## config.mk

```make
export PLATFORM = sky130hd
export DESIGN_NAME = nec_ir_decoder
export DESIGN_NICKNAME = d
export VERILOG_FILES = /design/src/rtl/nec_ir_decoder.sv
export SDC_FILE = /design/constraint.sdc
export NUM_CORES = 1
export LEC_CHECK = 0
export ABC_AREA = 1
export BUFFER_PORTS_ARGS = -buffer_cell sky130_fd_sc_hd__buf_2
export CAP_MARGIN = 5
export CELL_PAD_IN_SITES_DETAIL_PLACEMENT = 0
export CELL_PAD_IN_SITES_GLOBAL_PLACEMENT = 1
export CORE_MARGIN = 2
export CORE_UTILIZATION = 36
export DETAILED_ROUTE_END_ITERATION = 10
export GPL_TIMING_DRIVEN = 1
export HOLD_SLACK_MARGIN = 0.06
export PLACE_DENSITY_LB_ADDON = 0.1
export SYNTH_ARGS = -nofsm -noshare
export SYNTH_HDL_FRONTEND = slang
export SYNTH_SLANG_ARGS = --single-unit
```

## constraint.sdc

```tcl
create_clock -name sys_clk -period 3.3 [get_ports sys_clk]
set_input_delay 0.165 -clock sys_clk [delete_from_list [all_inputs] [get_ports sys_clk]]
set_output_delay 0.165 -clock sys_clk [all_outputs]
set_load 0.01 [all_outputs]
```

## src/rtl/nec_ir_decoder.sv

```systemverilog
// nec_ir_decoder
// NEC infrared frame decoder running on a 125 us clock-enable tick derived
// from sys_clk. Raw input is synchronised and majority-free filtered (all
// FILT_LEN samples must agree), then an FSM measures mark/space lengths in
// ticks and reports frames, repeat codes and coded errors.
//
// state        | meaning
// -------------+---------------------------------------------------------
// S_IDLE       | waiting for a filtered fall (start of leader mark)
// S_LEAD_LOW   | 9 ms leader mark, expecting rise at 69..75 ticks
// S_LEAD_HIGH  | leader space: 33..38 -> data, 15..20 -> repeat code
// S_BIT_LOW    | 562 us bit mark (or stop mark once 32 bits are in)
// S_BIT_HIGH   | bit space: 2..6 ticks = 0, 10..15 ticks = 1
// S_RPT_STOP   | stop mark that ends a repeat code
module nec_ir_decoder #(
  parameter int CLK_FREQ   = 50_000_000,
  parameter int FILT_LEN   = 3,
  parameter int EXT_ADDR   = 0,
  parameter int REPEAT_WIN = 880
) (
  input  logic        sys_clk,
  input  logic        sys_rst_n,
  input  logic        remote_in,
  output logic        frame_valid,
  output logic        repeat_valid,
  output logic        err,
  output logic [1:0]  err_code,
  output logic [15:0] addr,
  output logic [7:0]  cmd,
  output logic        busy
);

  localparam int CLK_DIV = CLK_FREQ / 8000;
  localparam int DIV_W   = (CLK_DIV > 2) ? $clog2(CLK_DIV) : 1;
  localparam int RPT_W   = $clog2(REPEAT_WIN + 1);

  localparam logic [DIV_W-1:0] DIV_MAX  = DIV_W'(CLK_DIV - 1);
  localparam logic [RPT_W-1:0] RPT_LOAD = RPT_W'(REPEAT_WIN);

  localparam logic [1:0] E_TIMING = 2'd1;
  localparam logic [1:0] E_CHKSUM = 2'd2;
  localparam logic [1:0] E_ORPHAN = 2'd3;

  typedef enum logic [2:0] {
    S_IDLE,
    S_LEAD_LOW,
    S_LEAD_HIGH,
    S_BIT_LOW,
    S_BIT_HIGH,
    S_RPT_STOP
  } state_t;

  state_t state, state_nxt;

  logic [DIV_W-1:0]    div_cnt;
  logic                tick;
  logic                sync_q1, sync_q2;
  logic [FILT_LEN-1:0] samp_next;
  logic                all1, all0;
  logic                filt;
  logic                rise_evt, fall_evt;
  logic [7:0]          phase, ph;
  logic [5:0]          bit_idx, idx_nxt;
  logic [31:0]         shreg, sr_nxt;
  logic [RPT_W-1:0]    rpt_tmr;
  logic                rpt_load;
  logic                t_err;
  logic                fv_nxt, rv_nxt, err_nxt;
  logic [1:0]          code_nxt;
  logic [15:0]         addr_nxt;
  logic [7:0]          cmd_nxt;
  logic [7:0]          b0, b1, b2, b3;
  logic                frame_ok;

  // Tick divider: one-cycle tick every CLK_DIV sys_clk cycles.
  always_ff @(posedge sys_clk or negedge sys_rst_n) begin
    if (!sys_rst_n) begin
      div_cnt <= '0;
    end else if (div_cnt == DIV_MAX) begin
      div_cnt <= '0;
    end else begin
      div_cnt <= div_cnt + DIV_W'(1);
    end
  end

  assign tick = (div_cnt == DIV_MAX);

  // Two-flop synchroniser; resets to the idle-high line level.
  always_ff @(posedge sys_clk or negedge sys_rst_n) begin
    if (!sys_rst_n) begin
      sync_q1 <= 1'b1;
      sync_q2 <= 1'b1;
    end else begin
      sync_q1 <= remote_in;
      sync_q2 <= sync_q1;
    end
  end

  // The newest sample is the synchroniser output itself, so only FILT_LEN-1
  // older samples need storage; the agreement check sees all FILT_LEN.
  generate
    if (FILT_LEN == 1) begin : g_filt_one
      assign samp_next = sync_q2;
    end else begin : g_filt_hist
      logic [FILT_LEN-2:0] hist;
      // Sample history, shifted once per tick.
      always_ff @(posedge sys_clk or negedge sys_rst_n) begin
        if (!sys_rst_n) begin
          hist <= '1;
        end else if (tick) begin
          hist <= samp_next[FILT_LEN-2:0];
        end
      end
      assign samp_next = {hist, sync_q2};
    end
  endgenerate

  assign all1     = &samp_next;
  assign all0     = ~|samp_next;
  assign fall_evt = tick & filt & all0;
  assign rise_evt = tick & ~filt & all1;

  // Filtered level moves only when every sample agrees.
  always_ff @(posedge sys_clk or negedge sys_rst_n) begin
    if (!sys_rst_n) begin
      filt <= 1'b1;
    end else if (tick) begin
      if (all1) begin
        filt <= 1'b1;
      end else if (all0) begin
        filt <= 1'b0;
      end
    end
  end

  // ph is the tick distance from the last filtered edge to this tick.
  assign ph = (phase == 8'hFF) ? 8'hFF : phase + 8'd1;

  // Phase counter: saturating tick count, cleared on every filtered edge.
  always_ff @(posedge sys_clk or negedge sys_rst_n) begin
    if (!sys_rst_n) begin
      phase <= '0;
    end else if (tick) begin
      if (rise_evt || fall_evt) begin
        phase <= '0;
      end else begin
        phase <= ph;
      end
    end
  end

  // Repeat window timer; a reload beats the per-tick decrement.
  always_ff @(posedge sys_clk or negedge sys_rst_n) begin
    if (!sys_rst_n) begin
      rpt_tmr <= '0;
    end else if (rpt_load) begin
      rpt_tmr <= RPT_LOAD;
    end else if (tick && (rpt_tmr != '0)) begin
      rpt_tmr <= rpt_tmr - RPT_W'(1);
    end
  end

  assign b0 = shreg[7:0];
  assign b1 = shreg[15:8];
  assign b2 = shreg[23:16];
  assign b3 = shreg[31:24];
  assign frame_ok = (b3 == ~b2) && ((EXT_ADDR != 0) || (b1 == ~b0));

  // FSM state register plus decoded data and registered output pulses.
  always_ff @(posedge sys_clk or negedge sys_rst_n) begin
    if (!sys_rst_n) begin
      state        <= S_IDLE;
      bit_idx      <= '0;
      shreg        <= '0;
      frame_valid  <= 1'b0;
      repeat_valid <= 1'b0;
      err          <= 1'b0;
      err_code     <= '0;
      addr         <= '0;
      cmd          <= '0;
    end else begin
      state        <= state_nxt;
      bit_idx      <= idx_nxt;
      shreg        <= sr_nxt;
      frame_valid  <= fv_nxt;
      repeat_valid <= rv_nxt;
      err          <= err_nxt;
      err_code     <= code_nxt;
      addr         <= addr_nxt;
      cmd          <= cmd_nxt;
    end
  end

  // Next-state and output decode; decisions are taken on tick cycles only.
  always_comb begin
    state_nxt = state;
    idx_nxt   = bit_idx;
    sr_nxt    = shreg;
    fv_nxt    = 1'b0;
    rv_nxt    = 1'b0;
    err_nxt   = 1'b0;
    code_nxt  = err_code;
    addr_nxt  = addr;
    cmd_nxt   = cmd;
    rpt_load  = 1'b0;
    t_err     = 1'b0;
    if (tick) begin
      case (state)
        S_IDLE: begin
          if (fall_evt) begin
            state_nxt = S_LEAD_LOW;
          end
        end
        S_LEAD_LOW: begin
          if (rise_evt) begin
            if (ph >= 8'd69 && ph <= 8'd75) begin
              state_nxt = S_LEAD_HIGH;
            end else begin
              t_err = 1'b1;
            end
          end else if (ph >= 8'd76) begin
            t_err = 1'b1;
          end
        end
        S_LEAD_HIGH: begin
          if (fall_evt) begin
            if (ph >= 8'd33 && ph <= 8'd38) begin
              state_nxt = S_BIT_LOW;
              idx_nxt   = '0;
              sr_nxt    = '0;
            end else if (ph >= 8'd15 && ph <= 8'd20) begin
              state_nxt = S_RPT_STOP;
            end else begin
              t_err = 1'b1;
            end
          end else if (ph >= 8'd39) begin
            t_err = 1'b1;
          end
        end
        S_BIT_LOW: begin
          if (rise_evt) begin
            if (ph >= 8'd2 && ph <= 8'd6) begin
              if (bit_idx < 6'd32) begin
                state_nxt = S_BIT_HIGH;
              end else if (frame_ok) begin
                state_nxt = S_IDLE;
                fv_nxt    = 1'b1;
                rpt_load  = 1'b1;
                addr_nxt  = (EXT_ADDR != 0) ? {b1, b0} : {8'h00, b0};
                cmd_nxt   = b2;
              end else begin
                state_nxt = S_IDLE;
                err_nxt   = 1'b1;
                code_nxt  = E_CHKSUM;
                sr_nxt    = '0;
              end
            end else begin
              t_err = 1'b1;
            end
          end else if (ph >= 8'd7) begin
            t_err = 1'b1;
          end
        end
        S_BIT_HIGH: begin
          if (fall_evt) begin
            if (ph >= 8'd2 && ph <= 8'd6) begin
              sr_nxt    = {1'b0, shreg[31:1]};
              idx_nxt   = bit_idx + 6'd1;
              state_nxt = S_BIT_LOW;
            end else if (ph >= 8'd10 && ph <= 8'd15) begin
              sr_nxt    = {1'b1, shreg[31:1]};
              idx_nxt   = bit_idx + 6'd1;
              state_nxt = S_BIT_LOW;
            end else begin
              t_err = 1'b1;
            end
          end else if (ph >= 8'd16) begin
            t_err = 1'b1;
          end
        end
        S_RPT_STOP: begin
          if (rise_evt) begin
            if (ph >= 8'd2 && ph <= 8'd6) begin
              state_nxt = S_IDLE;
              if (rpt_tmr != '0) begin
                rv_nxt   = 1'b1;
                rpt_load = 1'b1;
              end else begin
                err_nxt  = 1'b1;
                code_nxt = E_ORPHAN;
                sr_nxt   = '0;
              end
            end else begin
              t_err = 1'b1;
            end
          end else if (ph >= 8'd7) begin
            t_err = 1'b1;
          end
        end
        default: begin
          state_nxt = S_IDLE;
        end
      endcase
      if (t_err) begin
        state_nxt = S_IDLE;
        err_nxt   = 1'b1;
        code_nxt  = E_TIMING;
        sr_nxt    = '0;
      end
    end
  end

  assign busy = (state != S_IDLE);

endmodule

```

After elaboration in Yosys (flattened, before gate mapping)
Cells that the tools add are included.
- bits in read-only memories: 0
- latch bits: 0
- output and inout bits: 30
- RAM bits: 0
- word-level logic and storage cells: 188
- memories: 0
- input bits: 3
- flip-flop bits (word level): 98
- bitwise gates (word level): 8
- div/mod/pow operators: 0
- shift operators: 0
- $lt $le $gt $ge: 15
- equality and inequality tests: 29
- reduce and logical (&&, ||, !) cells: 25
- $add $sub $neg: 4
- muxes and demuxes: 91
- $mul: 0
- operators with widths (operator ; count):
    $mux 32 ; 13
    $pmux 32 s4 ; 1
    $mux 3 ; 15
    $ne 3x3->1 const B ; 14
    $mux 1 ; 38
    $mux 6 ; 5
    $mux 10 ; 2
    $pmux 3 s6 ; 1
    $eq 8x8->1 ; 2
    $ge 8x4->1 const B ; 2
    $ge 8x6->1 const B ; 2
    $ge 8x7->1 const B ; 2
    $mux 2 ; 8
    $mux 8 ; 2
    $not 8->8 ; 2
    $add 13x1->13 const B ; 1
    $eq 13x13->1 const B ; 1
    $mux 13 ; 1
    $reduce_and 13->1 ; 1
    $pmux 6 s2 ; 1
    $reduce_and 12->1 ; 1
    $reduce_and 6->1 ; 2
    $reduce_bool 10->1 ; 1
    $sub 10x1->10 const B ; 1
    other kinds (34) ; 53

Depth between registers and ports, before layout
- word-level depth: 11
- gate-level depth with buffers: 24
- gate-level depth less buffers: 22

Worst setup path before layout
No wires, ideal clock.
- path type: reg2reg
- start point: register phase[0]
- end point: register shreg[26]
- data arrival time: 2570 ps
- required time: 3183 ps
- period minus slack after synthesis: 2687 ps
- slack: 613 ps
- buffers on the path: 3
- library setup time: 117 ps
- stages on the path, launching flop included: 25
- cells stage by stage: dfrtp_1 -> ha_1 -> nand2_1 -> nor2_1 -> nand2_2 -> buf_6 -> nand2_2 -> nor2_4 -> nand2_2 -> nor2_4 -> nand2_1 -> nand2_1 -> nand2_1 -> nand2_1 -> nand2_1 -> nand2_1 -> nor2_2 -> buf_6 -> o21ai_1 -> nand2_1 -> nor2_4 -> nand3_4 -> buf_6 -> nand2_1 -> nand2_1
- longest elaborated chain between the ends: 11
- elaborated cells on any way between the ends: 55
- those cells by class: 1 x add/sub; 14 x order compare; 12 x eq/ne; 21 x mux; 7 x reduce/logical
- RTL lines (what ; RTL line ; text):
    from (decl) ; 62 ; logic [7:0] phase, ph;
    from (signal assigned) ; 147 ; phase <= ph;
    $add 8x1->8 / $eq 8x8->1 (equally long branches) ; 137 ; assign ph = (phase == 8'hFF) ? 8'hFF : phase + 8'd1;
    $mux 8 * ; 137 ;
    $ge 8x4->1 (tied with other cells) ; 270 ; end else if (ph >= 8'd10 && ph <= 8'd15) begin
    $logic_and 1x1->1, on equally long branches ; 270, 231 ;
    $mux 1, on equally long branches ; 270, 231 ;
    $mux 1, on equally long branches ; 266, 227 ;
    $mux 1, on equally long branches ; 265, 226 ;
    $pmux 1 s4 ; 208 ; case (state)
    $mux 1 ; 207 ; if (tick) begin
    $ne 4x4->1 (no source line) (tied with other cells) ; n/a ;
    $reduce_and 13->1 (no source line) ; n/a ;
    to (signal assigned) ; 184 ; shreg <= sr_nxt;
    to (decl) ; 64 ; logic [31:0] shreg, sr_nxt;
Every way passes the cells marked *; elsewhere a longest branch is shown, timed or not. The select of a mux whose other input is x is not followed.
A chain may end at the register's enable or synchronous reset.

Worst setup path after layout
- start point: register phase[0]
- end point: register shreg[6]
Same word-level chain as after synthesis.

==> metrics.csv <==
metric;value;unit
outcome;finished clean;
synth.most_common_cell;nand2_1;
synth_area;0.00576;mm^2
grt_max_degree;99;
max_freq;335;MHz
synth_area_leaders;dfrtp_1, nand2_1, nand4_1;
peakVddDrop;0.000225;V
gp_congestion;0.863;
slew_violations;0;
clock-sinks;98;
max_stage_delay;0.41;ns
antenna_found_initial;0;
wl_per_cell;14.6;um
met1_usage;0.275;
track_usage;0.183;
setup_tns;0;ns
slew_headroom;0.635;
crit_type;register to register;
crit_path_end_kind;register;
initial_core_util;0.365;
p_sw_frac;0.220;
cp.arrival;3.22;ns
tightest_slew;0.547;ns
synthCells;778;
crit_buf_inv;2;
combPwrFrac;0.015;
syn2layout_area_growth;14.5;%
ios;33;
clkTransAtPathRegs;0.07;ns
hpwl;10000;um
num_vias;5063;
yosysTopAreaCell;dfrtp_1;
p_per_area;342;mW/mm^2
grt_pass1_vias;4771;
holdPathStages;0;
chipWidth;131;um
crit_chain;ha_4 > nand2_1 > nor2_1 > nand2_4 > nand2_1 > nor2_4 > nand2_2 > nor2_4 > nand2_1 > nand2_1 > nand2_1 > nand2_1 > nand2_1 > nand2_1 > nor2_2 > buf_4 > o21ai_1 > nand2_1 > nor2_4 > nand3_4 > buf_12 > nand2_1 > nand2_1;
wl;15100;um
fin_skew;0.0109;ns
fin_ws;0.318;ns
place_ws;0.0315;ns
drtIter0Drc;378;
top_usage_layer;met1;
hold_viol;0;
final_area;0.00660;mm^2
synth_top_area_share;0.404;
core_area;0.0158;mm^2
maxCapViolCount;0;
route.detailed.drc;0;
syn_area_per_cell;7.41;um^2
grt.overflow.total;0;
critical_path_depth;23;
fin_crit;2.98;ns
cts_tree;yes;
use_met2;0.271;
clockPowerShare;0.451;
setup-violations-final;0;
start_kind;register;
htreeDepth;3;
diodes;0;
nets;821;
port-buffer-count;24;
seqPwrFrac;0.534;
crit_slowest_cell;dfrtp_1;
yosys_warnings;0;
yosys-top-cells-count;nand2_1, dfrtp_1, inv_1;
rr_worst_depth;23;
die-area;0.0170;mm^2
cts_max_path_buffers;2;
cpMostUsedCell;nand2_1;
via_per_inst;4.90;
drt-pass1-iter-count;5;
yosysSeqAreaShare;0.427;
cp_max_fo;16;
rows;46;
cts_root_buf;clkbuf_16;
dieHeight;131;um
p_int;1.76;mW
synth_edf_count;0;
p_switching;495;uW
gr-usage-met3;0.0326;
clock_latency;0.35;ns
hp-class;register to register;
grt_pass1_wl;24700;um
critPathTopFamily;simple AND/OR/NAND/NOR gates;
postPlaceCellArea;0.00612;mm^2
cts_buffers;9;
drive_above_1_share;0.135;
synthArstFlopShare;1.00;
synth_ff_type;dfrtp_1;
drtAntennaViolNets;0;
leakage;3.26;nW
ys_ff_latch;98;
power;2.26;mW
finalCritPeriodShare;0.904;
crit_required;3.54;ns
synth_cell_types;43;
-- final timing paths --
kind / start / to / slack [ns]
worst max-delay path: phase[0]$_DFFE_PN0N_ / shreg[6]$_DFFE_PN0P_ / 0.32
worst min-delay path: sync_q1$_DFF_PN1_ / sync_q2$_DFF_PN1_ / 0.36
worst max register to register: phase[0]$_DFFE_PN0N_ / shreg[6]$_DFFE_PN0P_ / 0.32
worst min register to register: sync_q1$_DFF_PN1_ / sync_q2$_DFF_PN1_ / 0.36
max in group asynchronous: sys_rst_n / shreg[26]$_DFFE_PN0P_ / 2.46
min in group asynchronous: sys_rst_n / phase[2]$_DFFE_PN0N_ / 0.42
-- metal layers --
| metal | wire length (um) | up-vias |
|---|---|---|
| met2 | 6380 | 92 |
| met3 | 487 | 19 |
| met1 | 7980 | 2368 |
| met4 | 210 | 0 |
| li1 | - | 2584 |
| met5 | 0 | - |
-- per-stage QoR --
stage,hold slack (ns),std cells,utilization
after floorplan,-0.131,785,-
after global placement,0.275,1008,0.388
after detailed placement,0.277,1008,0.388
after CTS,0.363,1025,0.407
after global routing,0.367,1033,0.418
final,0.360,1033,0.418
-- what timing repair did --
item                                    CTS  global route
endpoints found under the setup margin    0            39
resized for setup                         0            21
hold buffers                              2             0
endpoints found under the hold margin    94             0
setup buffers                             0             6
-- final cells by class --
cell class / count / area (um^2)
Clock buffer: 12 / 256
Clock inverter: 3 / 23.8
Fill cell: 1653 / 9170
Inverter: 90 / 338
Timing Repair Buffer: 51 / 388
Multi-Input combinational cell: 563 / 2860
Tap cell: 216 / 270
Sequential cell: 98 / 2460
-- flip-flops by register name, summed over array words and instances, names as in the netlist --
name	count
shreg	32
div_cnt	13
rpt_tmr	10
addr	8
cmd	8
phase	8
bit_idx	6
state	3
err_code	2
g_filt_hist.hist	2
err	1
filt	1
frame_valid	1
repeat_valid	1
sync_q1	1
sync_q2	1
-- power by group through the flow --
stage          clock network, mW  registers [mW]  logic, mW
5_1_grt                     1.11            1.20     0.0413
3_5_place_dp                   0            1.23     0.0350
3_3_place_gp                   0            1.23     0.0345
2_1_floorplan                  0            1.23     0.0116
4_1_cts                     1.05            1.20     0.0368
6_report                    1.02            1.20     0.0343
-- kinds of logic after synthesis --
group,count (synthesis),synth area share
xor+xnor,24,0.0365
buf+inv,126,0.0957
flops,98,0.427
fa+ha+maj,5,0.0109
simple gates,462,0.368
compound gates,62,0.0621
other cells,1,0.000651
-- worst register-to-register path, stage by stage (launching register included) --
cell and delay (ns):
dfrtp_1 0.41, ha_4 0.19, nand2_1 0.06, nor2_1 0.06, nand2_4 0.13, nand2_1 0.11
nor2_4 0.12, nand2_2 0.11, nor2_4 0.19, nand2_1 0.08, nand2_1 0.10, nand2_1 0.06
nand2_1 0.05, nand2_1 0.07, nand2_1 0.08, nor2_2 0.05, buf_4 0.16, o21ai_1 0.07
nand2_1 0.11, nor2_4 0.25, nand3_4 0.11, buf_12 0.17, nand2_1 0.06, nand2_1 0.05
-- cell usage in the layout, fill, tap and decap left out, types with 21 or more instances in the layout --
cell     count
dfrtp_1     93
nand3_1     43
nand4_1     54
nand2_1    219
inv_1       79
buf_2       23
nor3_1      33
xor2_1      21
buf_4       21
o21ai_0     32
nor2_1      76
(Power assumes the default switching activity.)
